**config.mk**
```make
export PLATFORM = sky130hd
export DESIGN_NAME = i2c_target_stretch_flat
export DESIGN_NICKNAME = d
export VERILOG_FILES = /design/src/rtl/i2c_target_stretch_if.sv /design/src/rtl/i2c_target_stretch.sv /design/src/flat_wrapper.sv
export SDC_FILE = /design/constraint.sdc
export NUM_CORES = 1
export LEC_CHECK = 0
export CAP_MARGIN = 20
export CORE_MARGIN = 4
export CORE_UTILIZATION = 56
export CTS_CLUSTER_SIZE = 14
export DETAILED_ROUTE_END_ITERATION = 8
export PLACE_DENSITY = 0.79
export SKIP_LAST_GASP = 1
export SLEW_MARGIN = 10
export SYNTH_ARGS = -nofsm -noshare
export SYNTH_HDL_FRONTEND = slang
export SYNTH_SLANG_ARGS = --single-unit
export TNS_END_PERCENT = 1
```
**constraint.sdc**
```tcl
create_clock -name clk -period 2 [get_ports clk]
set_clock_uncertainty 0.15 [all_clocks]
set_input_delay 0.3 -clock clk [delete_from_list [all_inputs] [get_ports clk]]
set_output_delay 0.3 -clock clk [all_outputs]
set_load 0.01 [all_outputs]
```
**src/rtl/i2c_target_stretch_if.sv**
```systemverilog
// i2c_target_stretch_if: I2C target pins plus received-byte valid/ready stream
// slave modport: the target (drives line enables and rx stream); master modport: the bus/consumer side
interface i2c_target_stretch_if;
  logic       scl_i;
  logic       sda_i;
  logic       scl_oe;
  logic       sda_oe;
  logic [7:0] rx_data;
  logic       rx_valid;
  logic       rx_ready;
  logic       busy;
  logic       stretching;
  logic       overrun;
  modport slave (
    input  scl_i, sda_i, rx_ready,
    output scl_oe, sda_oe, rx_data, rx_valid, busy, stretching, overrun
  );
  modport master (
    output scl_i, sda_i, rx_ready,
    input  scl_oe, sda_oe, rx_data, rx_valid, busy, stretching, overrun
  );
endinterface

```
**src/rtl/i2c_target_stretch.sv**
```systemverilog
// i2c_target_stretch: write-only I2C target with ACK, valid/ready byte output and optional clock stretching
// Ports: clk, rst (sync, active-low); bus.slave: scl_i/sda_i raw lines in, scl_oe/sda_oe pull-low enables,
//   rx_data/rx_valid/rx_ready byte stream, busy (START..STOP), stretching (=scl_oe), overrun (sticky).
// Build option: define I2C_TGT_STRETCH_EN to hold SCL low after each byte until it is consumed.
module i2c_target_stretch #(
  parameter logic [6:0]  ADDR    = 7'h42,
  parameter logic [15:0] TIMEOUT = 16'd24000
) (
  input logic              clk,
  input logic              rst,
  i2c_target_stretch_if.slave bus
);
  typedef enum logic [2:0] {S_IDLE, S_ADDR, S_ADDR_ACK, S_RX, S_HOLD, S_DATA_ACK, S_IGNORE} state_t;
  state_t      state_q, state_d;
  logic [2:0]  scl_q, scl_d, sda_q, sda_d, cnt_q, cnt_d;
  logic [7:0]  sr_q, sr_d, rx_data_q, rx_data_d;
  logic [15:0] tmo_q, tmo_d;
  logic        done_q, done_d, scl_oe_q, scl_oe_d, sda_oe_q, sda_oe_d;
  logic        rx_valid_q, rx_valid_d, overrun_q, overrun_d;
  logic        scl_rise, scl_fall, start, stop, hs, hit;
  // [1] is the synchronized level, [2] its previous value for edge detection
  assign scl_rise = scl_q[1] & ~scl_q[2];
  assign scl_fall = ~scl_q[1] & scl_q[2];
  assign start    = ~sda_q[1] & sda_q[2] & scl_q[1];
  assign stop     = sda_q[1] & ~sda_q[2] & scl_q[1];
  assign hs       = rx_valid_q & bus.rx_ready;
  assign hit      = sr_q == {ADDR, 1'b0};
  always_comb begin
    scl_d      = {scl_q[1:0], bus.scl_i};
    sda_d      = {sda_q[1:0], bus.sda_i};
    state_d    = state_q;
    cnt_d      = cnt_q;
    sr_d       = sr_q;
    done_d     = done_q;
    tmo_d      = 16'd0;
    scl_oe_d   = scl_oe_q;
    sda_oe_d   = sda_oe_q;
    rx_data_d  = rx_data_q;
    rx_valid_d = rx_valid_q & ~hs;
    overrun_d  = overrun_q;
    if (scl_rise && (state_q == S_ADDR || state_q == S_RX)) begin
      sr_d   = {sr_q[6:0], sda_q[1]};
      cnt_d  = cnt_q + 3'd1;
      done_d = cnt_q == 3'd7;
    end
    case (state_q)
      S_ADDR: if (scl_fall && done_q) begin
        done_d   = 1'b0;
        sda_oe_d = hit;
        state_d  = hit ? S_ADDR_ACK : S_IGNORE;
      end
      S_ADDR_ACK, S_DATA_ACK: if (scl_fall) begin
        sda_oe_d = 1'b0;
        state_d  = S_RX;
      end
      S_RX: if (scl_fall && done_q) begin
        done_d = 1'b0;
        if (rx_valid_q) begin
          // previous byte still unconsumed: NACK and drop this one
          overrun_d = 1'b1;
          state_d   = S_DATA_ACK;
        end else begin
          rx_data_d  = sr_q;
          rx_valid_d = 1'b1;
`ifdef I2C_TGT_STRETCH_EN
          scl_oe_d   = 1'b1;
          state_d    = S_HOLD;
`else
          sda_oe_d   = 1'b1;
          state_d    = S_DATA_ACK;
`endif
        end
      end
      S_HOLD: begin
        // ACK goes out one cycle after the handshake, SCL is released the cycle after that
        tmo_d = tmo_q + 16'd1;
        if (sda_oe_q) begin
          scl_oe_d = 1'b0;
          state_d  = S_DATA_ACK;
        end else if (hs) begin
          sda_oe_d = 1'b1;
        end else if (tmo_q == TIMEOUT - 16'd1) begin
          scl_oe_d = 1'b0;
          state_d  = S_IGNORE;
        end
      end
      default: ;
    endcase
    if (stop) begin
      state_d  = S_IDLE;
      scl_oe_d = 1'b0;
      sda_oe_d = 1'b0;
    end else if (start) begin
      state_d  = S_ADDR;
      cnt_d    = 3'd0;
      done_d   = 1'b0;
      scl_oe_d = 1'b0;
      sda_oe_d = 1'b0;
    end
  end
  always_ff @(posedge clk)
    if (!rst) begin
      state_q    <= S_IDLE;
      scl_q      <= 3'b111;
      sda_q      <= 3'b111;
      cnt_q      <= 3'd0;
      sr_q       <= 8'h00;
      done_q     <= 1'b0;
      tmo_q      <= 16'd0;
      scl_oe_q   <= 1'b0;
      sda_oe_q   <= 1'b0;
      rx_data_q  <= 8'h00;
      rx_valid_q <= 1'b0;
      overrun_q  <= 1'b0;
    end else begin
      state_q    <= state_d;
      scl_q      <= scl_d;
      sda_q      <= sda_d;
      cnt_q      <= cnt_d;
      sr_q       <= sr_d;
      done_q     <= done_d;
      tmo_q      <= tmo_d;
      scl_oe_q   <= scl_oe_d;
      sda_oe_q   <= sda_oe_d;
      rx_data_q  <= rx_data_d;
      rx_valid_q <= rx_valid_d;
      overrun_q  <= overrun_d;
    end
  assign bus.scl_oe     = scl_oe_q;
  assign bus.stretching = scl_oe_q;
  assign bus.sda_oe     = sda_oe_q;
  assign bus.rx_data    = rx_data_q;
  assign bus.rx_valid   = rx_valid_q;
  assign bus.overrun    = overrun_q;
  assign bus.busy       = state_q != S_IDLE;
endmodule

```
**src/flat_wrapper.sv**
```systemverilog
// flat-port wrapper written by rule: the top's interface ports become plain ports
module i2c_target_stretch_flat 
#(
  parameter logic [6:0]  ADDR    = 7'h42,
  parameter logic [15:0] TIMEOUT = 16'd24000
)
  (clk, rst, bus_scl_i, bus_sda_i, bus_rx_ready, bus_scl_oe, bus_sda_oe, bus_rx_data, bus_rx_valid, bus_busy, bus_stretching, bus_overrun);
  i2c_target_stretch_if bus_i ();
  input logic clk;
  input logic rst;
  input wire logic [$bits(bus_i.scl_i)-1:0] bus_scl_i;
  input wire logic [$bits(bus_i.sda_i)-1:0] bus_sda_i;
  input wire logic [$bits(bus_i.rx_ready)-1:0] bus_rx_ready;
  output wire logic [$bits(bus_i.scl_oe)-1:0] bus_scl_oe;
  output wire logic [$bits(bus_i.sda_oe)-1:0] bus_sda_oe;
  output wire logic [$bits(bus_i.rx_data)-1:0] bus_rx_data;
  output wire logic [$bits(bus_i.rx_valid)-1:0] bus_rx_valid;
  output wire logic [$bits(bus_i.busy)-1:0] bus_busy;
  output wire logic [$bits(bus_i.stretching)-1:0] bus_stretching;
  output wire logic [$bits(bus_i.overrun)-1:0] bus_overrun;
  assign bus_i.scl_i = bus_scl_i;
  assign bus_i.sda_i = bus_sda_i;
  assign bus_i.rx_ready = bus_rx_ready;
  assign bus_scl_oe = bus_i.scl_oe;
  assign bus_sda_oe = bus_i.sda_oe;
  assign bus_rx_data = bus_i.rx_data;
  assign bus_rx_valid = bus_i.rx_valid;
  assign bus_busy = bus_i.busy;
  assign bus_stretching = bus_i.stretching;
  assign bus_overrun = bus_i.overrun;
  i2c_target_stretch #(.ADDR(ADDR), .TIMEOUT(TIMEOUT)) u_core (.clk(clk), .rst(rst), .bus(bus_i));
endmodule
```
Word level (Yosys, flattened, before mapping). Index checks and enable logic that the tools add are counted.

Add/sub/neg operators: 2. Eq/ne operators: 20. Multiplexer cells: 30. Bitwise logic cells: 15. Reductions and logical operators: 18.

Operators by type and width (number): 3-bit 2-to-1 mux (10); 1-bit 2-to-1 mux (18); 16-bit by 1-bit adder with 16-bit output, second input constant (1); 16-bit by 15-bit == test with 1-bit output, second input constant (1); 3-bit case mux with 4 select lines (1); 6-bit AND reduction (2); 3-bit == test, second input constant (3); 3-bit by 2-bit inequality test with 1-bit output, second input constant (3); 3-bit AND reduction (3); 1-bit bitwise AND (8); 8-bit == test, second input constant (1); 1-bit inverter (7); 3-bit by 2-bit == test with 1-bit output, second input constant (2); 2-bit inequality test, second input constant (3); 3-bit by 1-bit inequality test with 1-bit output, second input constant (2); 2-bit OR reduction (3); 5-bit AND reduction (1); 5-bit nonzero test (1); 2-bit by 1-bit inequality test with 1-bit output, second input constant (2); 4-bit by 1-bit inequality test with 1-bit output, second input constant (1); 4-bit by 2-bit inequality test with 1-bit output, second input constant (1); 1-bit case mux with 4 select lines (1); 4-bit nonzero test (1); 3-bit by 1-bit adder with 3-bit output, second input constant (1); other kinds (7) (8).

Register bits after elaboration: 49. Bits of input ports: 5. Output and inout port bits: 14.

Logic depth before layout (Yosys ltp). Gate-level depths: netlist of the first run.

Depth in word-level cells: 8. Gate-level depth with buffers: 6. Depth with buffers taken out: 6.

Least setup slack after synthesis of the first run. Ideal clock, no wire load.

Path type: reg2reg. Start point: register u_core.tmo_q[0]. End point: register u_core.state_q[0]. Arrival time: 1.259 ns. Data required time: 1.729 ns. Setup slack: 0.470 ns. Cell stages (with the launch flop): 7. Path buffers: 0. Clock period less this slack: 1.530 ns. Cell sequence: dfxtp_1 ha_1 nand3_1 nor2_1 a31o_4 nand3_1 nor3b_2.

Longest elaborated chain between the ends: 3.

Ends and longest elaborated chain: start: declaration (line i2c_target_stretch.sv:17) `logic [15:0] tmo_q, tmo_d;`; start signal: assignment (line i2c_target_stretch.sv:122) `tmo_q <= tmo_d;`; 16-bit by 15-bit == test with 1-bit output (line i2c_target_stretch.sv:82) `end else if (tmo_q == TIMEOUT - 16'd1) begin`; 4-bit by 1-bit inequality test with 1-bit output (no source line); 6-bit AND reduction (no source line); end signal: assignment (line i2c_target_stretch.sv:116) `state_q <= state_d;`; end: declaration (line i2c_target_stretch.sv:14) `state_t state_q, state_d;`.

Every way passes these cells. A chain may end at the register's enable or synchronous reset.

Final worst setup path of the first run.
Start point: register u_core.rx_valid_q (netlist: u_core.bus.rx_valid). End point: output bus_rx_valid.

RTL lines: start: declaration (line i2c_target_stretch.sv:19) `logic rx_valid_q, rx_valid_d, overrun_q, overrun_d;`; start signal: assignment (line i2c_target_stretch.sv:126) `rx_valid_q <= rx_valid_d;`; end: declaration (line flat_wrapper.sv:17) `output wire logic [$bits(bus_i.rx_valid)-1:0] bus_rx_valid;`.

No word-level cell between the ends.

==> results of run 1 <==
-- flip-flops by register name (all words and copies together) (netlist names) --
signal               cells
u_core.tmo_q            16
u_core.bus.overrun       1
u_core.sda_q             3
u_core.bus.rx_data       8
u_core.bus.sda_oe        1
u_core.scl_q             3
u_core.bus.rx_valid      1
u_core.sr_q              8
u_core.cnt_q             3
u_core.done_q            1
u_core.state_q           3
-- area by class of cell --
cell class	instances	area, um^2	area share
Multi-Input combinational cell	175	1140	0.462
Sequential cell	48	966	0.393
Inverter	3	11.3	0.00458
Timing Repair Buffer	20	193	0.0784
Clock inverter	1	8.76	0.00356
Clock buffer	6	82.6	0.0336
Tap cell	48	60.1	0.0244
-- synth_stat cells, types with 2 or more instances --
master / number
a21boi_1: 8
nor4b_2: 2
a211oi_2: 2
nand4_1: 2
buf_2: 3
nor2b_1: 11
xor2_1: 8
nor2_1: 23
ha_1: 3
o21ai_0: 5
nand2_1: 34
and4b_1: 2
inv_1: 3
nand3_1: 10
or3_1: 2
nor3_1: 3
a21oi_1: 9
a31oi_1: 2
xnor2_1: 7
nand2b_1: 9
nor3_2: 2
mux2i_1: 8
dfxtp_1: 48
nand3b_1: 2
buf_4: 4
clkbuf_1: 2
-- power groups by stage --
stage | sequential (uW) | clock (uW) | combinational, uW
after global routing | 968 | 639 | 52.4
after CTS | 967 | 601 | 48.2
after floorplan | 986 | 0 | 40.7
after global placement | 990 | 0 | 48.0
final | 967 | 585 | 47.3
after detailed placement | 991 | 0 | 47.8
-- how the worst min path moves through the flow --
stage	from	to	slack, ns	depth (start not counted)
after global placement	u_core.scl_q[0]$_SDFF_PN1_	u_core.scl_q[1]$_SDFF_PN1_	0.25	1
after global routing	u_core.sda_q[0]$_SDFF_PN1_	u_core.sda_q[1]$_SDFF_PN1_	0.29	1
final	u_core.scl_q[0]$_SDFF_PN1_	u_core.scl_q[1]$_SDFF_PN1_	0.26	1
after detailed placement	u_core.scl_q[0]$_SDFF_PN1_	u_core.scl_q[1]$_SDFF_PN1_	0.24	1
after floorplan	u_core.scl_q[0]$_SDFF_PN1_	u_core.scl_q[1]$_SDFF_PN1_	0.24	1
after CTS	u_core.scl_q[0]$_SDFF_PN1_	u_core.scl_q[1]$_SDFF_PN1_	0.26	1
-- logic make-up (layout without fill, tap and decap cells) --
kind of cell,after synthesis,after routing,share of synthesized area
and+or+nand+nor,114,114,0.286
buffers and inverters,15,30,0.0402
muxes,8,8,0.0367
xor gates and xnor gates,15,15,0.0602
other,1,2,0.00172
AOI/OAI and AO/OA,33,33,0.118
adders and majority gates,3,3,0.0172
DFF,48,48,0.441
-- cells in the final DEF (no fill, tap or decap), types with 7 or more instances in the layout --
master,synthesis,routed
nand3_1,10,10
nor2_1,23,23
xnor2_1,7,7
clkdlybuf4s50_1,0,15
mux2i_1,8,8
nand2b_1,9,9
a21boi_1,8,8
xor2_1,8,8
nand2_1,34,34
dfxtp_1,48,46
a21oi_1,9,9
nor2b_1,11,11
-- repair_timing --
action | CTS | global route
endpoints found under the setup margin | 1 | 1
resized for setup | 3 | 1
pin swaps | 0 | 0
hold buffers | 0 | 0
-- stage by stage --
stage | setup slack (ns) | area (um^2) | hold WS (ns) | power (uW) | instances
floorplan | 0.470 | 2180 | 0.236 | 1030 | 238
global placement | 0.207 | 2360 | 0.245 | 1040 | 294
detailed placement | 0.186 | 2360 | 0.244 | 1040 | 294
CTS | 0.00628 | 2450 | 0.264 | 1620 | 301
global route | 0.0798 | 2460 | 0.291 | 1660 | 301
finish | 0.124 | 2460 | 0.263 | 1600 | 301
-- metal layers --
metal  share of wire  wire length, um  track usage  up-vias
li1                -                -            -      824
met5               0                0            0        -
met1            0.48             1860        0.209      745
met4           0.020               78       0.0660        0
met2            0.46             1790        0.259       30
met3           0.037              145       0.0446        7
==> flow_metrics.py, run 1 <==
metrics = {
    "worst_setup_path": {
        "crit_chain": "clkdlybuf4s50_1",
        "worstSetupEndpointType": "output port",
        "r2r_start": "u_core.tmo_q[0]$_SDFF_PN0_",
        "path_max_fanout": 7,
        "worstPathRequired_ns": 1.55,
        "critical_path_class": "flop to output port",
        "cp-startpoint": "u_core.bus.rx_valid$_SDFF_PN0_",
        "cp_num_cells": 1,
        "setup.worst_path.start_class": "flop",
        "rrSetupSlack_ns": 0.31,
        "cp_top_family": "buffers and inverters",
        "crit_buf_inv": 1,
        "reg2regPathDepth": 6,
        "crit_end": "bus_rx_valid",
        "worstPathArrival_ns": 1.43,
        "slowest_stage": "clkdlybuf4s50_1",
        "rr_endpoint": "u_core.state_q[0]$_SDFFE_PP0P_",
        "critPathMaxStageDelay_ns": 0.60,
    },
    "place": {
        "port_buffers": 16,
        "post-dp-hpwl_um": 2690,
        "gp_congestion": 0.747,
    },
    "drt": {
        "final_antenna_net_count": 0,
        "drc": 0,
        "via_per_inst": 5.34,
        "vias": 1606,
        "routed_wl_um": 3870,
        "first_pass_iters": 4,
        "drtIter0Drc": 97,
        "wire_per_inst_um": 12.9,
    },
    "global_route": {
        "grt_overflow": 0,
        "grt.total_usage": 0.163,
        "grt_pass1_vias": 1506,
        "grt_max_degree": 28,
        "grt_pass1_wl_um": 6590,
        "antenna_found_initial": 0,
    },
    "synth": {
        "synth_top_area_cell": "dfxtp_1",
        "synth_top_flop_cell": "dfxtp_1",
        "yosysWarningCount": 0,
        "async_flop_share": 0,
        "seq_area_frac_synth": 0.441,
        "ys_ff_latch": 48,
        "yosysUniqueCellTypes": 49,
        "syn_inst": 237,
        "synth_edf_count": 0,
        "yosysTopAreaCellShare": 0.441,
        "avgSynthCellArea_um2": 9.20,
        "synthTopCellsByArea": "dfxtp_1 (44%), nand2_1 (5.9%), nor2_1 (4.0%)",
        "syn_area_mm2": 0.00218,
    },
    "floorplan": {
        "pin_count": 19,
        "fp-row-count": 22,
        "start_util": 0.587,
        "dieWidth_um": 70.4,
        "coreArea_mm2": 0.00372,
        "dieArea_mm2": 0.00496,
        "floorplan.die.height_um": 70.4,
    },
    "pwr": {
        "power.switching_uw": 340,
        "leakagePower_uw": 0.000812,
        "combPwrFrac": 0.030,
        "power_density_mw_per_mm2": 651,
        "vdd_drop_max_mv": 0.382,
        "switching_share": 0.213,
        "power_frac_clock": 0.366,
        "power_frac_seq": 0.605,
        "p_int_uw": 1260,
    },
    "finish": {
        "n_antenna_cell": 0,
        "drive_above_1_share": 0.119,
        "fin_nets": 261,
        "nFillCells": 318,
        "syn_to_final_growth_pct": 12.7,
        "fin_util": 0.661,
    },
    "clocking": {
        "cts.sinks": 48,
        "cts.clk_slew.worst_paths_ns": 0.09,
        "htree_levels": 2,
        "cts_tree": "yes",
        "cts_buffer_depth": 2,
        "postCtsSetupBuffers": 0,
        "cts.root.buffer_cell": "clkbuf_8",
        "clk_latency_ns": 0.29,
        "cts_made_buffers": 5,
    },
    "timing": {
        "fin_setup_tns_ns": 0,
        "setup_viol": 0,
        "timing.fmax_mhz": 533,
        "maxSlewViolCount": 0,
        "post-route-min-period_ns": 1.88,
        "rsz0062_at_grt": "false",
        "finalHoldViolations": 0,
        "final_min_period_over_clock_period": 0.938,
    },
    "hold_path": {
        "hold_path_class": "flop to flop",
    },
    "outcome": {
        "outcome": "completed",
    },
    "job": {
        "cap_viol_max_count": 0,
    },
}
Power figures use the tool's default switching activity.
==> inputs of run 2 (changes only) <==
--- a/config.mk
+++ b/config.mk
@@ -11,7 +11,6 @@
 export CTS_CLUSTER_SIZE = 14
 export DETAILED_ROUTE_END_ITERATION = 8
 export PLACE_DENSITY = 0.79
-export SKIP_LAST_GASP = 1
 export SLEW_MARGIN = 10
 export SYNTH_ARGS = -nofsm -noshare
 export SYNTH_HDL_FRONTEND = slang
==> results of run 2 <==
Same layout as run 1: the final DEF is identical, and so are final timing and power.
